## src/rtl/req_ch_arb_queue_if.sv

```systemverilog
// Push/select/status bundle for req_ch_arb_queue. The master drives requests and
// the slave is the queue.
interface req_ch_arb_queue_if #(
    parameter int unsigned DEPTH  = 16,
    parameter int unsigned NUM_CH = 4,
    parameter int unsigned ID_W   = 4
);
    localparam int unsigned CH_W  = $clog2(NUM_CH);
    localparam int unsigned CNT_W = $clog2(DEPTH + 1);

    logic                  p_req_val;
    logic [CH_W-1:0]       p_req_ch;
    logic [ID_W-1:0]       p_req_id;
    logic                  p_err_inj;
    logic                  p_arb_val;
    logic [CH_W-1:0]       p_arb_ch;
    logic [(2**ID_W)-1:0]  p_req_id_enb;
    logic                  p_sel_val;
    logic [ID_W-1:0]       p_sel_req_id;
    logic                  p_pe;
    logic [NUM_CH-1:0]     p_lru_ch;
    logic [CNT_W-1:0]      p_count;
    logic                  p_full;
    logic                  p_empty;
    logic                  p_ovf;

    modport master (
        output p_req_val, p_req_ch, p_req_id, p_err_inj, p_arb_val, p_arb_ch, p_req_id_enb,
        input  p_sel_val, p_sel_req_id, p_pe, p_lru_ch, p_count, p_full, p_empty, p_ovf
    );

    modport slave (
        input  p_req_val, p_req_ch, p_req_id, p_err_inj, p_arb_val, p_arb_ch, p_req_id_enb,
        output p_sel_val, p_sel_req_id, p_pe, p_lru_ch, p_count, p_full, p_empty, p_ovf
    );
endinterface

```

## src/rtl/req_ch_arb_queue.sv

```systemverilog
// Compacting in-order request queue with per-channel oldest-first selection,
// id masking, LRU channel hint, per-entry parity and overflow flag.
module req_ch_arb_queue #(
    parameter int unsigned DEPTH  = 16,
    parameter int unsigned NUM_CH = 4,
    parameter int unsigned ID_W   = 4
) (
    input logic              clk,
    input logic              rst,
    req_ch_arb_queue_if.slave bus
);
    localparam int unsigned CH_W  = $clog2(NUM_CH);
    localparam int unsigned CNT_W = $clog2(DEPTH + 1);
    localparam int unsigned IDX_W = $clog2(DEPTH);

    logic [DEPTH-1:0] val_q, val_d;
    logic [CH_W-1:0]  ch_q [DEPTH];
    logic [CH_W-1:0]  ch_d [DEPTH];
    logic [ID_W-1:0]  id_q [DEPTH];
    logic [ID_W-1:0]  id_d [DEPTH];
    logic [DEPTH-1:0] ep_q, ep_d;
    logic [CNT_W-1:0] cnt_q, cnt_d;
    logic [CH_W-1:0]  order_q [NUM_CH];
    logic [CH_W-1:0]  order_d [NUM_CH];
    logic             sel_val_q, sel_val_d, pe_q, pe_d, ovf_q, ovf_d;
    logic [ID_W-1:0]  sel_id_q, sel_id_d;

    logic             win, full, push_ok, shift;
    logic [IDX_W-1:0] win_idx, wr_idx;
    logic [NUM_CH-1:0] elig, lru;
    logic             found;

    assign full    = (cnt_q == CNT_W'(DEPTH));
    assign push_ok = bus.p_req_val && !full;
    assign wr_idx  = IDX_W'(cnt_q - CNT_W'(win));

    // Oldest eligible entry of the requested channel.
    always_comb begin
        win     = 1'b0;
        win_idx = '0;
        for (int k = int'(DEPTH) - 1; k >= 0; k--) begin
            if (bus.p_arb_val && val_q[k] && ch_q[k] == bus.p_arb_ch &&
                bus.p_req_id_enb[id_q[k]]) begin
                win     = 1'b1;
                win_idx = IDX_W'(k);
            end
        end
    end

    always_comb begin
        val_d = val_q;
        ep_d  = ep_q;
        for (int i = 0; i < int'(DEPTH); i++) begin
            ch_d[i] = ch_q[i];
            id_d[i] = id_q[i];
        end
        if (win) begin
            for (int i = 0; i < int'(DEPTH) - 1; i++) begin
                if (i >= int'(win_idx)) begin
                    val_d[i] = val_q[i+1];
                    ch_d[i]  = ch_q[i+1];
                    id_d[i]  = id_q[i+1];
                    ep_d[i]  = ep_q[i+1];
                end
            end
            val_d[DEPTH-1] = 1'b0;
        end
        // Push lands after the compaction, so it can never win this cycle.
        if (push_ok) begin
            val_d[wr_idx] = 1'b1;
            ch_d[wr_idx]  = bus.p_req_ch;
            id_d[wr_idx]  = bus.p_req_id;
            ep_d[wr_idx]  = (^{bus.p_req_ch, bus.p_req_id}) ^ bus.p_err_inj;
        end
        cnt_d     = cnt_q + CNT_W'(push_ok) - CNT_W'(win);
        sel_val_d = win;
        sel_id_d  = win ? id_q[win_idx] : '0;
        pe_d      = win ? ((^{ch_q[win_idx], id_q[win_idx]}) != ep_q[win_idx]) : 1'b0;
        ovf_d     = bus.p_req_val && full;
    end

    // order_q[0] is least recently served; the served channel moves to the tail.
    always_comb begin
        shift = 1'b0;
        for (int j = 0; j < int'(NUM_CH); j++) order_d[j] = order_q[j];
        if (win) begin
            for (int j = 0; j < int'(NUM_CH) - 1; j++) begin
                if (order_q[j] == bus.p_arb_ch) shift = 1'b1;
                if (shift) order_d[j] = order_q[j+1];
            end
            order_d[NUM_CH-1] = bus.p_arb_ch;
        end
    end

    always_comb begin
        elig  = '0;
        lru   = '0;
        found = 1'b0;
        for (int c = 0; c < int'(NUM_CH); c++) begin
            for (int i = 0; i < int'(DEPTH); i++) begin
                if (val_q[i] && ch_q[i] == CH_W'(c) && bus.p_req_id_enb[id_q[i]]) elig[c] = 1'b1;
            end
        end
        for (int j = 0; j < int'(NUM_CH); j++) begin
            if (!found && elig[order_q[j]]) begin
                lru[order_q[j]] = 1'b1;
                found           = 1'b1;
            end
        end
    end

    always_ff @(posedge clk or negedge rst) begin
        if (!rst) begin
            val_q     <= '0;
            ep_q      <= '0;
            cnt_q     <= '0;
            sel_val_q <= 1'b0;
            sel_id_q  <= '0;
            pe_q      <= 1'b0;
            ovf_q     <= 1'b0;
            for (int i = 0; i < int'(DEPTH); i++) begin
                ch_q[i] <= '0;
                id_q[i] <= '0;
            end
            for (int j = 0; j < int'(NUM_CH); j++) order_q[j] <= CH_W'(j);
        end else begin
            val_q     <= val_d;
            ep_q      <= ep_d;
            cnt_q     <= cnt_d;
            sel_val_q <= sel_val_d;
            sel_id_q  <= sel_id_d;
            pe_q      <= pe_d;
            ovf_q     <= ovf_d;
            for (int i = 0; i < int'(DEPTH); i++) begin
                ch_q[i] <= ch_d[i];
                id_q[i] <= id_d[i];
            end
            for (int j = 0; j < int'(NUM_CH); j++) order_q[j] <= order_d[j];
        end
    end

    assign bus.p_sel_val    = sel_val_q;
    assign bus.p_sel_req_id = sel_id_q;
    assign bus.p_pe         = pe_q;
    assign bus.p_ovf        = ovf_q;
    assign bus.p_lru_ch     = lru;
    assign bus.p_count      = cnt_q;
    assign bus.p_full       = full;
    assign bus.p_empty      = (cnt_q == '0);
endmodule

```

## src/flat_wrapper.sv

```systemverilog
// flat-port wrapper written by rule: the top's interface ports become plain ports
module req_ch_arb_queue_flat 
#(
    parameter int unsigned DEPTH  = 16,
    parameter int unsigned NUM_CH = 4,
    parameter int unsigned ID_W   = 4
)
  (clk, rst, bus_p_req_val, bus_p_req_ch, bus_p_req_id, bus_p_err_inj, bus_p_arb_val, bus_p_arb_ch, bus_p_req_id_enb, bus_p_sel_val, bus_p_sel_req_id, bus_p_pe, bus_p_lru_ch, bus_p_count, bus_p_full, bus_p_empty, bus_p_ovf);
  req_ch_arb_queue_if #(.DEPTH(DEPTH), .NUM_CH(NUM_CH), .ID_W(ID_W)) bus_i ();
  input logic clk;
  input logic rst;
  input wire logic [$bits(bus_i.p_req_val)-1:0] bus_p_req_val;
  input wire logic [$bits(bus_i.p_req_ch)-1:0] bus_p_req_ch;
  input wire logic [$bits(bus_i.p_req_id)-1:0] bus_p_req_id;
  input wire logic [$bits(bus_i.p_err_inj)-1:0] bus_p_err_inj;
  input wire logic [$bits(bus_i.p_arb_val)-1:0] bus_p_arb_val;
  input wire logic [$bits(bus_i.p_arb_ch)-1:0] bus_p_arb_ch;
  input wire logic [$bits(bus_i.p_req_id_enb)-1:0] bus_p_req_id_enb;
  output wire logic [$bits(bus_i.p_sel_val)-1:0] bus_p_sel_val;
  output wire logic [$bits(bus_i.p_sel_req_id)-1:0] bus_p_sel_req_id;
  output wire logic [$bits(bus_i.p_pe)-1:0] bus_p_pe;
  output wire logic [$bits(bus_i.p_lru_ch)-1:0] bus_p_lru_ch;
  output wire logic [$bits(bus_i.p_count)-1:0] bus_p_count;
  output wire logic [$bits(bus_i.p_full)-1:0] bus_p_full;
  output wire logic [$bits(bus_i.p_empty)-1:0] bus_p_empty;
  output wire logic [$bits(bus_i.p_ovf)-1:0] bus_p_ovf;
  assign bus_i.p_req_val = bus_p_req_val;
  assign bus_i.p_req_ch = bus_p_req_ch;
  assign bus_i.p_req_id = bus_p_req_id;
  assign bus_i.p_err_inj = bus_p_err_inj;
  assign bus_i.p_arb_val = bus_p_arb_val;
  assign bus_i.p_arb_ch = bus_p_arb_ch;
  assign bus_i.p_req_id_enb = bus_p_req_id_enb;
  assign bus_p_sel_val = bus_i.p_sel_val;
  assign bus_p_sel_req_id = bus_i.p_sel_req_id;
  assign bus_p_pe = bus_i.p_pe;
  assign bus_p_lru_ch = bus_i.p_lru_ch;
  assign bus_p_count = bus_i.p_count;
  assign bus_p_full = bus_i.p_full;
  assign bus_p_empty = bus_i.p_empty;
  assign bus_p_ovf = bus_i.p_ovf;
  req_ch_arb_queue #(.DEPTH(DEPTH), .NUM_CH(NUM_CH), .ID_W(ID_W)) u_core (.clk(clk), .rst(rst), .bus(bus_i));
endmodule
```

## config.mk

```make
export PLATFORM = sky130hd
export DESIGN_NAME = req_ch_arb_queue_flat
export DESIGN_NICKNAME = d
export VERILOG_FILES = /design/src/rtl/req_ch_arb_queue_if.sv /design/src/rtl/req_ch_arb_queue.sv /design/src/flat_wrapper.sv
export SDC_FILE = /design/constraint.sdc
export NUM_CORES = 1
export LEC_CHECK = 0
export ABC_AREA = 1
export ABC_CLOCK_PERIOD_IN_PS = 7700
export BUFFER_PORTS_ARGS = -buffer_cell sky130_fd_sc_hd__buf_4
export CORE_ASPECT_RATIO = 0.9
export CORE_UTILIZATION = 55
export CTS_BUF_LIST = sky130_fd_sc_hd__clkbuf_8
export CTS_CLUSTER_DIAMETER = 100
export CTS_CLUSTER_SIZE = 14
export DETAILED_ROUTE_END_ITERATION = 8
export HOLD_SLACK_MARGIN = 0.02
export PLACE_DENSITY = 0.72
export REMOVE_ABC_BUFFERS = 1
export SYNTH_ARGS = -nofsm -noshare
export SYNTH_HDL_FRONTEND = slang
export SYNTH_SLANG_ARGS = --single-unit
```

## constraint.sdc

```tcl
create_clock -name clk -period 7.7 [get_ports clk]
set_input_delay 0 -clock clk [delete_from_list [all_inputs] [get_ports clk]]
set_output_delay 0 -clock clk [all_outputs]
set_load 0.005 [all_outputs]
```

After elaboration in Yosys (flattened, before gate mapping)
Index checks and enable logic that the tools add are counted.

Register bits: 148. Input bits: 29. Output and inout bits: 18. Word-level logic and storage cells: 625.

Add/subtract/negate cells: 3. Order comparisons: 45. Equal/unequal tests: 69. Mux-type cells: 244. Bitwise logic cells: 7. Reduce and logical (&&, ||, !) cells: 213.

Operator list (count): $logic_and 1x1->1 (187); $mux 4 (39); $mux 1 (146); $lt 4x5->1 const B (18); $bmux 1 s4 (17); $bwmux 64 (1); $eq 2x2->1 const B (32); $mux 64 (1); $mux 60 (1); $eq 2x2->1 (19); $mux 2 (18); $bwmux 32 (1); $eq 2x1->1 const B (16); $logic_not 2->1 (16); $mux 16 (2); $mux 32 (1); $mux 15 (2); $mux 30 (1); $ge 4x4->1 const A (7); $bmux 4 s4 (1); $bwmux 16 (1); $demux 4 s4 (1); $ge 3x4->1 const A (4); $or 16x16->16 (1); other kinds (24) (48).

Depth between registers and ports, before layout
Gate-level depths: netlist (run 1).

Word-level depth: 31. Mapped depth: 38.

Worst setup path after synthesis (run 1)
No wires, ideal clock.

Path type: register to register. From: reg u_core.id_q[57] (netlist bit). To: reg u_core.ep_q[6]. Data arrival time: 3.611 ns. Path slack: 4.002 ns. Cell stages (with the launch flop): 24. Path buffers: 2. Cell sequence: dfrtp_1 clkbuf_1 inv_1 a21oi_1 o21ai_0 nand3_1 o21ai_0 o22ai_1 nand2_2 nand2_4 nor2_4 nand2_2 nor2_1 inv_1 ha_1 inv_1 ha_1 inv_1 nor3_1 inv_1 nor2_1 clkbuf_1 a21oi_1 a22oi_1.

Longest elaborated chain between the ends: 12.

RTL lines: start: declaration (line req_ch_arb_queue.sv:19) `logic [ID_W-1:0] id_q [DEPTH];`; start signal: indexed assignment (line req_ch_arb_queue.sv:136) `id_q[i] <= id_d[i];`; $bmux 1 s4 (*) (line req_ch_arb_queue.sv:43) `bus.p_req_id_enb[id_q[k]]) begin`; $mux 1 (implied by the code) (*) (line req_ch_arb_queue.sv:43); $logic_and 1x1->1 (*) (line req_ch_arb_queue.sv:42) `if (bus.p_arb_val && val_q[k] && ch_q[k] == bus.p_arb_ch &&`; $mux 1 (*) (2 in series) (line req_ch_arb_queue.sv:42); named net u_core.sel_val_d (line req_ch_arb_queue.sv:25) `logic sel_val_q, sel_val_d, pe_q, pe_d, ovf_q, ovf_d;`; $sub 4x1->4 (line req_ch_arb_queue.sv:35) `assign wr_idx = IDX_W'(cnt_q - CNT_W'(win));`; $lt 4x5->1 (implied by the code) / $ge 4x1->1 (equally long branches) (line req_ch_arb_queue.sv:73) `ep_d[wr_idx] = (^{bus.p_req_ch, bus.p_req_id}) ^ bus.p_err_inj;`; $logic_and 1x1->1 (implied by the code) (line req_ch_arb_queue.sv:73); $mux 1 (implied by the code) (line req_ch_arb_queue.sv:73); $demux 1 s4; $bwmux 16 (line req_ch_arb_queue.sv:73); $mux 15 (*) (line req_ch_arb_queue.sv:69) `if (push_ok) begin`; named net u_core.ep_d[6] (line req_ch_arb_queue.sv:21) `logic [DEPTH-1:0] ep_q, ep_d;`; end signal: assignment (line req_ch_arb_queue.sv:128) `ep_q <= ep_d;`; end: declaration (line req_ch_arb_queue.sv:21).

The timed path passes the listed nets; every way through them passes the cells marked *. The select of a mux whose other input is x is not followed. A chain may end at the register's enable or synchronous reset.

==> metrics.log, run 1 <==
[metrics] drt first pass iters: 8
[metrics] gate family responsible for the most delay along the worst path: simple AND/OR/NAND/NOR gates
[metrics] clock input transition at the sequential cells of the worst setup and hold paths: 0.10 ns
[metrics] average detailed-routed wire length per instance: 22.8 um
[metrics] number of clock sinks: 148
[metrics] Mapped Avg Cell Area: 6.46 sq um
[metrics] Max-slew headroom: 0.321
[metrics] vias after detailed routing: 14000
[metrics] global-route total usage across every layer: 0.432
[metrics] core region area: 21800 sq um
[metrics] CP Buf/Inv Count: 4
[metrics] port bufs: 46
[metrics] kind of start point of the critical path: register
[metrics] Area contributors post-synth: sky130_fd_sc_hd__dfrtp_1, sky130_fd_sc_hd__nand2_1, sky130_fd_sc_hd__o21ai_0
[metrics] RSZ-0062 raised after global routing: no
[metrics] maximum level of the CTS H-tree: 4
[metrics] most used cells in the layout excluding fill and tap cells: sky130_fd_sc_hd__nand2_1, sky130_fd_sc_hd__o21ai_0, sky130_fd_sc_hd__inv_1, sky130_fd_sc_hd__a21oi_1, sky130_fd_sc_hd__nand3_1
[metrics] count of routing violations after the opening detailed-route iteration: 2229
[metrics] global placement routability congestion: 0.996
[metrics] number of storage elements in the synthesis netlist: 148
[metrics] synthesized netlist cell count: 1908
[metrics] post-synthesis instance area: 12300 sq um
[metrics] utilization after layout: 0.594
[metrics] die height: 144 um
[metrics] maximum number of pins on one net before global-route repair: 87
[metrics] commonest non-fill, non-tap cell in the layout: sky130_fd_sc_hd__nand2_1
[metrics] number of max-cap violations: 0
[metrics] Min-Delay Path Class: input pin to register
[metrics] via count of the first global-routing pass: 12500
[metrics] Root Buffer Master: sky130_fd_sc_hd__clkbuf_8
[metrics] number of core rows: 51
[metrics] count of distinct cell types in the synthesized netlist: 55
[metrics] area of the die: 23000 sq um
[metrics] result of the run: complete, no violations
[metrics] total gr overflow: 0
[metrics] area share of the largest cell type after synthesis: 0.292
[metrics] endpoint type of the worst setup path: register
[metrics] cell accounting for the most synthesized area: sky130_fd_sc_hd__dfrtp_1
[metrics] wirelength, routed: 49700 um
[metrics] CTS tree: done
[metrics] total number of yosys warnings: 0
[metrics] Antenna Nets Post-Route: 0
[metrics] critical-path cell list: a21oi_1, o21ai_0, nand2_1, o22ai_1, o21ai_1, nand2_4, nand2_4, nor2_4, nand2_2, nor2_1, inv_1, ha_1, inv_1, ha_1, nor3_1, inv_1, nor2_1, clkinv_1, o21ai_0
[metrics] fin. max-slew vios: 0
[metrics] Post-Route Hold Slack: 0.0883 ns
[metrics] number of nets in the layout: 1914
[metrics] clock insertion delay at the later pin of the skew report: 0.49 ns
[metrics] Fmax achieved: 0.155 GHz
[metrics] Crit Path Class: register to register
[metrics] antenna violations before repair: 1
[metrics] antenna cells: 0
[metrics] clk_skew: 0.0226 ns
[metrics] maximum clock insertion buffer count: 2
[metrics] first-pass GRT wire length: 74800 um
[metrics] number of primary I/O pins: 47
[metrics] Crit-path slowest cell: sky130_fd_sc_hd__nor2_1
[metrics] actual slew at the worst max-slew pin: 1.02 ns
[metrics] fraction of the yosys area taken by sequential cells: 0.301
[metrics] HPWL after detailed placement: 35200 um
[metrics] Post-route DRC: 0
[metrics] Data required, critical path: 8.08 ns
[metrics] accumulated negative setup slack: 0 ns
[metrics] final number of hold-violating endpoints: 0
[metrics] crit path DAT: 6.83 ns
[metrics] count of final setup violators: 0
[metrics] Layout Area Growth over Synthesis: 5.04%
[metrics] maximum fanout along the worst path: 31
[metrics] post-layout minimum cycle time: 6.45 ns
[metrics] critical path's largest stage delay: 0.71 ns
[metrics] Starting Density: 0.565
[metrics] x dimension of the die: 160 um
[metrics] via density per instance: 6.43
[metrics] Gates resized, CTS repair: 0
[metrics] number of buffers inserted during clock tree synthesis: 17
[metrics] most frequent cell on the critical path: sky130_fd_sc_hd__inv_1
[metrics] layout cells sized above 1: 0.0778
[metrics] period utilisation layout: 0.838
-- path summary, 6_finish.rpt --
check,endpoint,cells past startpoint,slack (ns),start
hold reg to reg,u_core.ch_q[1],2,0.54,u_core.ch_q[1]
setup / recovery,u_core.id_q[56],19,1.25,u_core.id_q[60]
hold / removal,u_core.order_q[3],5,0.09,bus_p_arb_ch[1]
max in group asynchronous,u_core.ep_q[12],3,6.18,rst
setup reg to reg,u_core.id_q[56],19,1.25,u_core.id_q[60]
min in group asynchronous,u_core.bus.p_sel_req_id[2],2,0.12,rst
-- sequential cells by signal, indices dropped and copies added (netlist names) --
register / flops
u_core.bus.p_count: 5
u_core.val_q: 16
u_core.bus.p_pe: 1
u_core.bus.p_ovf: 1
u_core.ep_q: 16
u_core.ch_q: 32
u_core.id_q: 64
u_core.bus.p_sel_req_id: 4
u_core.bus.p_sel_val: 1
u_core.order_q: 8
-- per-stage QoR --
stage               setup slack, ns  cells  instance area, sq um
finish                         1.25   2180                 13000
global route                  0.797   2180                 13000
CTS                            1.50   2180                 13000
detailed placement             1.48   2140                 12500
global placement               1.64   2140                 12500
floorplan                      3.28   1798                 11700
-- worst reg2reg max path: cells and delay by family (launching register included) --
family / cells / cell delay [ns]
DFF: 1 / 0.63
and+or+nand+nor: 8 / 3.10
buffers and inverters: 4 / 1.05
adders and majority gates: 2 / 0.63
AOI/OAI and AO/OA: 5 / 0.94
-- cells in the mapped netlist, drive strengths merged --
cell type,instances
nand4,21
nand3,151
nor3,26
mux2i,2
o2111ai,4
a211oi,6
clkinv,3
o22ai,43
nand2,439
xnor2,3
nor3b,1
a2111oi,2
dfstp,4
ha,8
o21ai,265
fa,1
a221oi,1
inv,231
dfrtp,144
a22o,2
buf,64
xor2,11
o211ai,41
nor4,8
nand3b,2
clkbuf,46
a31oi,19
o41ai,1
o221ai,13
o31ai,3
a22oi,18
a32o,1
a21oi,199
nor2,121
o21bai,1
or2,3
-- what timing repair did --
action                                 4_1_cts  5_1_grt
buffers inserted                             0        0
hold buffers                                 8        0
endpoints found under the hold margin      110        0
-- cell type report --
cell class,instances,area (sq um)
fillers,2190,8870
flip-flops and latches,148,3710
clock buffers,17,234
inverters,234,881
well taps,291,364
multi-input cells,1416,7140
repair buffers,59,467
clock inverters,15,159
-- metal layers --
metal | vias to the layer above | wire [um] | track usage
met1 | 6448 | 20100 | 0.588
met4 | 0 | 2870 | 0.241
met2 | 975 | 20300 | 0.624
met5 | - | 0 | 0
met3 | 173 | 6480 | 0.114
li1 | 6423 | - | -
-- logic make-up after synthesis --
group           after synthesis  share of synthesized area
fa+ha+maj                     9                    0.00974
buf+inv                     344                      0.120
xor+xnor                     14                    0.00994
simple gates                772                      0.274
flops                       148                      0.301
compound gates              619                      0.284
mux                           2                    0.00162
Power of run 1 is not shown: default switching activity piles up to over one toggle a cycle in this logic, so the estimate is an artifact.
==> run 2: changes to the inputs <==
ABC_CLOCK_PERIOD_IN_PS = 6800   (was 7700)
clock period = 6.8 ns   (was 7.7 ns; I/O delays follow)
==> metrics.log, run 2 (synthesis gave the netlist of run 1 again) <==
[metrics] via count of the first global-routing pass: 12300 (-1.2%)
[metrics] global placement routability congestion: 1.02 (+2.6%)
[metrics] setup slack on the worst flop-to-flop path: 0.50 ns (-0.74 ns)
[metrics] Gates resized, CTS repair: 0 (unchanged)
[metrics] vias after detailed routing: 14100 (+0.78%)
[metrics] met1 layer wirelength in the final routing: 20200 um (+0.60%)
[metrics] maximum number of pins on one net before global-route repair: 76 (-13%)
[metrics] Crit-path slowest cell: sky130_fd_sc_hd__dfrtp_1
[metrics] clk_skew: 0.0163 ns (-0.00627 ns)
[metrics] largest register by flop count: u_core.id_q
[metrics] result of the run: complete, no violations
[metrics] Fmax achieved: 0.159 GHz (+2.5%)
[metrics] number of buffers inserted during clock tree synthesis: 17 (unchanged)
[metrics] most frequent cell on the critical path: sky130_fd_sc_hd__inv_1
[metrics] crit path DAT: 6.68 ns (-0.15 ns)
[metrics] antenna violations before repair: 1 (unchanged)
[metrics] wirelength, routed: 50100 um (+0.82%)
[metrics] drt first pass iters: 6 (-2)
[metrics] area used by multi-input combinational logic: 7140 sq um (unchanged)
[metrics] number of core rows: 51 (unchanged)
[metrics] Min-Delay Path Class: input pin to asynchronous set/reset pin
[metrics] number of nets in the layout: 1915 (+0.052%)
[metrics] maximum level of the CTS H-tree: 4 (unchanged)
[metrics] final number of hold-violating endpoints: 0 (unchanged)
[metrics] Routed met3 length: 6510 um (+0.49%)
[metrics] kind of start point of the critical path: register
[metrics] RSZ-0062 raised after global routing: no
[metrics] endpoint of the lowest-slack register-to-register path: u_core.id_q[20]
[metrics] Max-slew headroom: 0.248 (-0.0727)
[metrics] endpoint type of the worst setup path: register
[metrics] clock input transition at the sequential cells of the worst setup and hold paths: 0.10 ns (about the same)
[metrics] number of primary I/O pins: 47 (unchanged)
[metrics] depth of the worst register-to-register path: 21 (+2)
[metrics] gate family responsible for the most delay along the worst path: simple AND/OR/NAND/NOR gates
[metrics] source of the worst register-to-register timing path: u_core.id_q[60]
[metrics] Data required, critical path: 7.18 ns (-0.90 ns)
[metrics] Layout Area Growth over Synthesis: 5.69%
[metrics] CP Buf/Inv Count: 7 (+3)
[metrics] area of the die: 23000 sq um (unchanged)
[metrics] Top Registers: u_core.id_q x64, u_core.ch_q x32
[metrics] Crit Path Class: register to register
[metrics] HPWL after detailed placement: 35100 um (-0.25%)
[metrics] most used cells in the layout excluding fill and tap cells: sky130_fd_sc_hd__nand2_1, sky130_fd_sc_hd__o21ai_0, sky130_fd_sc_hd__inv_1, sky130_fd_sc_hd__a21oi_1, sky130_fd_sc_hd__nand3_1
[metrics] fin. max-slew vios: 0 (unchanged)
[metrics] via density per instance: 6.47 (+0.69%)
[metrics] core region area: 21800 sq um (unchanged)
[metrics] critical path's largest stage delay: 0.64 ns (-0.07 ns)
[metrics] Antenna Nets Post-Route: 0 (unchanged)
[metrics] top layer reached by signal wires: met4
[metrics] port bufs: 46 (unchanged)
[metrics] accumulated negative setup slack: 0 ns (unchanged)
[metrics] commonest non-fill, non-tap cell in the layout: sky130_fd_sc_hd__nand2_1
[metrics] Post-CTS Setup Bufs: 0 (unchanged)
[metrics] max reg flops: 64 (unchanged)
[metrics] final critical-path setup slack: 0.504 ns (-0.744 ns)
[metrics] worst setup slack before clock tree synthesis: 0.877 ns (-0.603 ns)
[metrics] Post-Route Hold Slack: 0.0791 ns (-0.00922 ns)
[metrics] first-pass GRT wire length: 74500 um (-0.41%)
[metrics] clock insertion delay at the later pin of the skew report: 0.49 ns (about the same)
[metrics] maximum fanout along the worst path: 31 (unchanged)
[metrics] Reg area: 3710 sq um (unchanged)
[metrics] CTS tree: done
[metrics] Post-route DRC: 0 (unchanged)
[metrics] total gr overflow: 0 (unchanged)
[metrics] Root Buffer Master: sky130_fd_sc_hd__clkbuf_8
[metrics] number of clock sinks: 148 (unchanged)
[metrics] critical-path cell list: o21ai_0, a21oi_1, o22ai_1, o21ai_1, nand2_4, nand2_4, nor2_4, nand2_2, nor2_1, buf_4, inv_1, ha_1, inv_1, ha_1, inv_1, nor3_1, inv_1, nor2_1, inv_1, o21ai_0, inv_1
[metrics] maximum clock insertion buffer count: 2 (unchanged)
[metrics] post-layout minimum cycle time: 6.30 ns (-0.156 ns)
[metrics] hold bufs inserted after CTS: 8 (unchanged)
[metrics] period utilisation layout: 0.926 (+0.0880)
[metrics] average detailed-routed wire length per instance: 23.0 um (+0.73%)
[metrics] count of final setup violators: 0 (unchanged)
[metrics] met2 routed WL: 21100 um (+4.1%)
[metrics] Starting Density: 0.565 (unchanged)
[metrics] actual slew at the worst max-slew pin: 1.12 ns (+0.109 ns)
[metrics] x dimension of the die: 160 um (unchanged)
[metrics] layout cells sized above 1: 0.0778 (about the same)
[metrics] global-route total usage across every layer: 0.434 (+0.00129)
[metrics] filler cell count: 2163 (-1.2%)
[metrics] die height: 144 um (unchanged)
[metrics] number of max-cap violations: 0 (unchanged)
[metrics] count of routing violations after the opening detailed-route iteration: 2381 (+6.8%)
[run 2: metal layers]
layer / vias to the layer above / global-route usage
li1: 6418 / -
met1: 6535 / 0.587
met2: 1008 / 0.644
met3: 167 / 0.114
met4: 0 / 0.212
met5: - / 0
[run 2: final cells by class]
| type | count | area share |
|---|---|---|
| Antenna cell | 1 | 0.000192 |
| Clock buffer | 17 | 0.0179 |
| Clock inverter | 15 | 0.0176 |
| Inverter | 234 | 0.0676 |
| Multi-Input combinational cell | 1416 | 0.548 |
| Sequential cell | 148 | 0.285 |
| Tap cell | 291 | 0.0279 |
| Timing Repair Buffer | 60 | 0.0364 |
[run 2: how the worst max path moves through the flow]
stage                          from         endpoint  depth (start not counted)
global placement    u_core.id_q[60]  u_core.id_q[20]                         21
floorplan           u_core.id_q[60]   u_core.id_q[8]                         22
global route        u_core.id_q[60]  u_core.id_q[20]                         22
CTS                 u_core.id_q[60]  u_core.id_q[20]                         21
finish              u_core.id_q[60]  u_core.id_q[20]                         21
detailed placement  u_core.id_q[60]  u_core.id_q[20]                         21
[run 2: metrics by stage]
| step | area (sq um) | utilization | instances |
|---|---|---|---|
| floorplan | 11700 | - | 1798 |
| CTS | 13000 | 0.597 | 2181 |
| global placement | 12500 | 0.572 | 2141 |
| detailed placement | 12500 | 0.572 | 2141 |
| global route | 13000 | 0.597 | 2181 |
| finish | 13000 | 0.597 | 2182 |
[run 2: worst register-to-register path, delay by kind of cell, from the launching register on]
family	cells	cell delay, ns
adder cells (fa/ha/maj)	2	0.68
AO/OA/AOI/OAI	5	1.19
flip-flops	1	0.64
buffers and inverters	7	1.31
AND/OR/NAND/NOR	7	2.37
Power of run 2 is left out for the same reason.
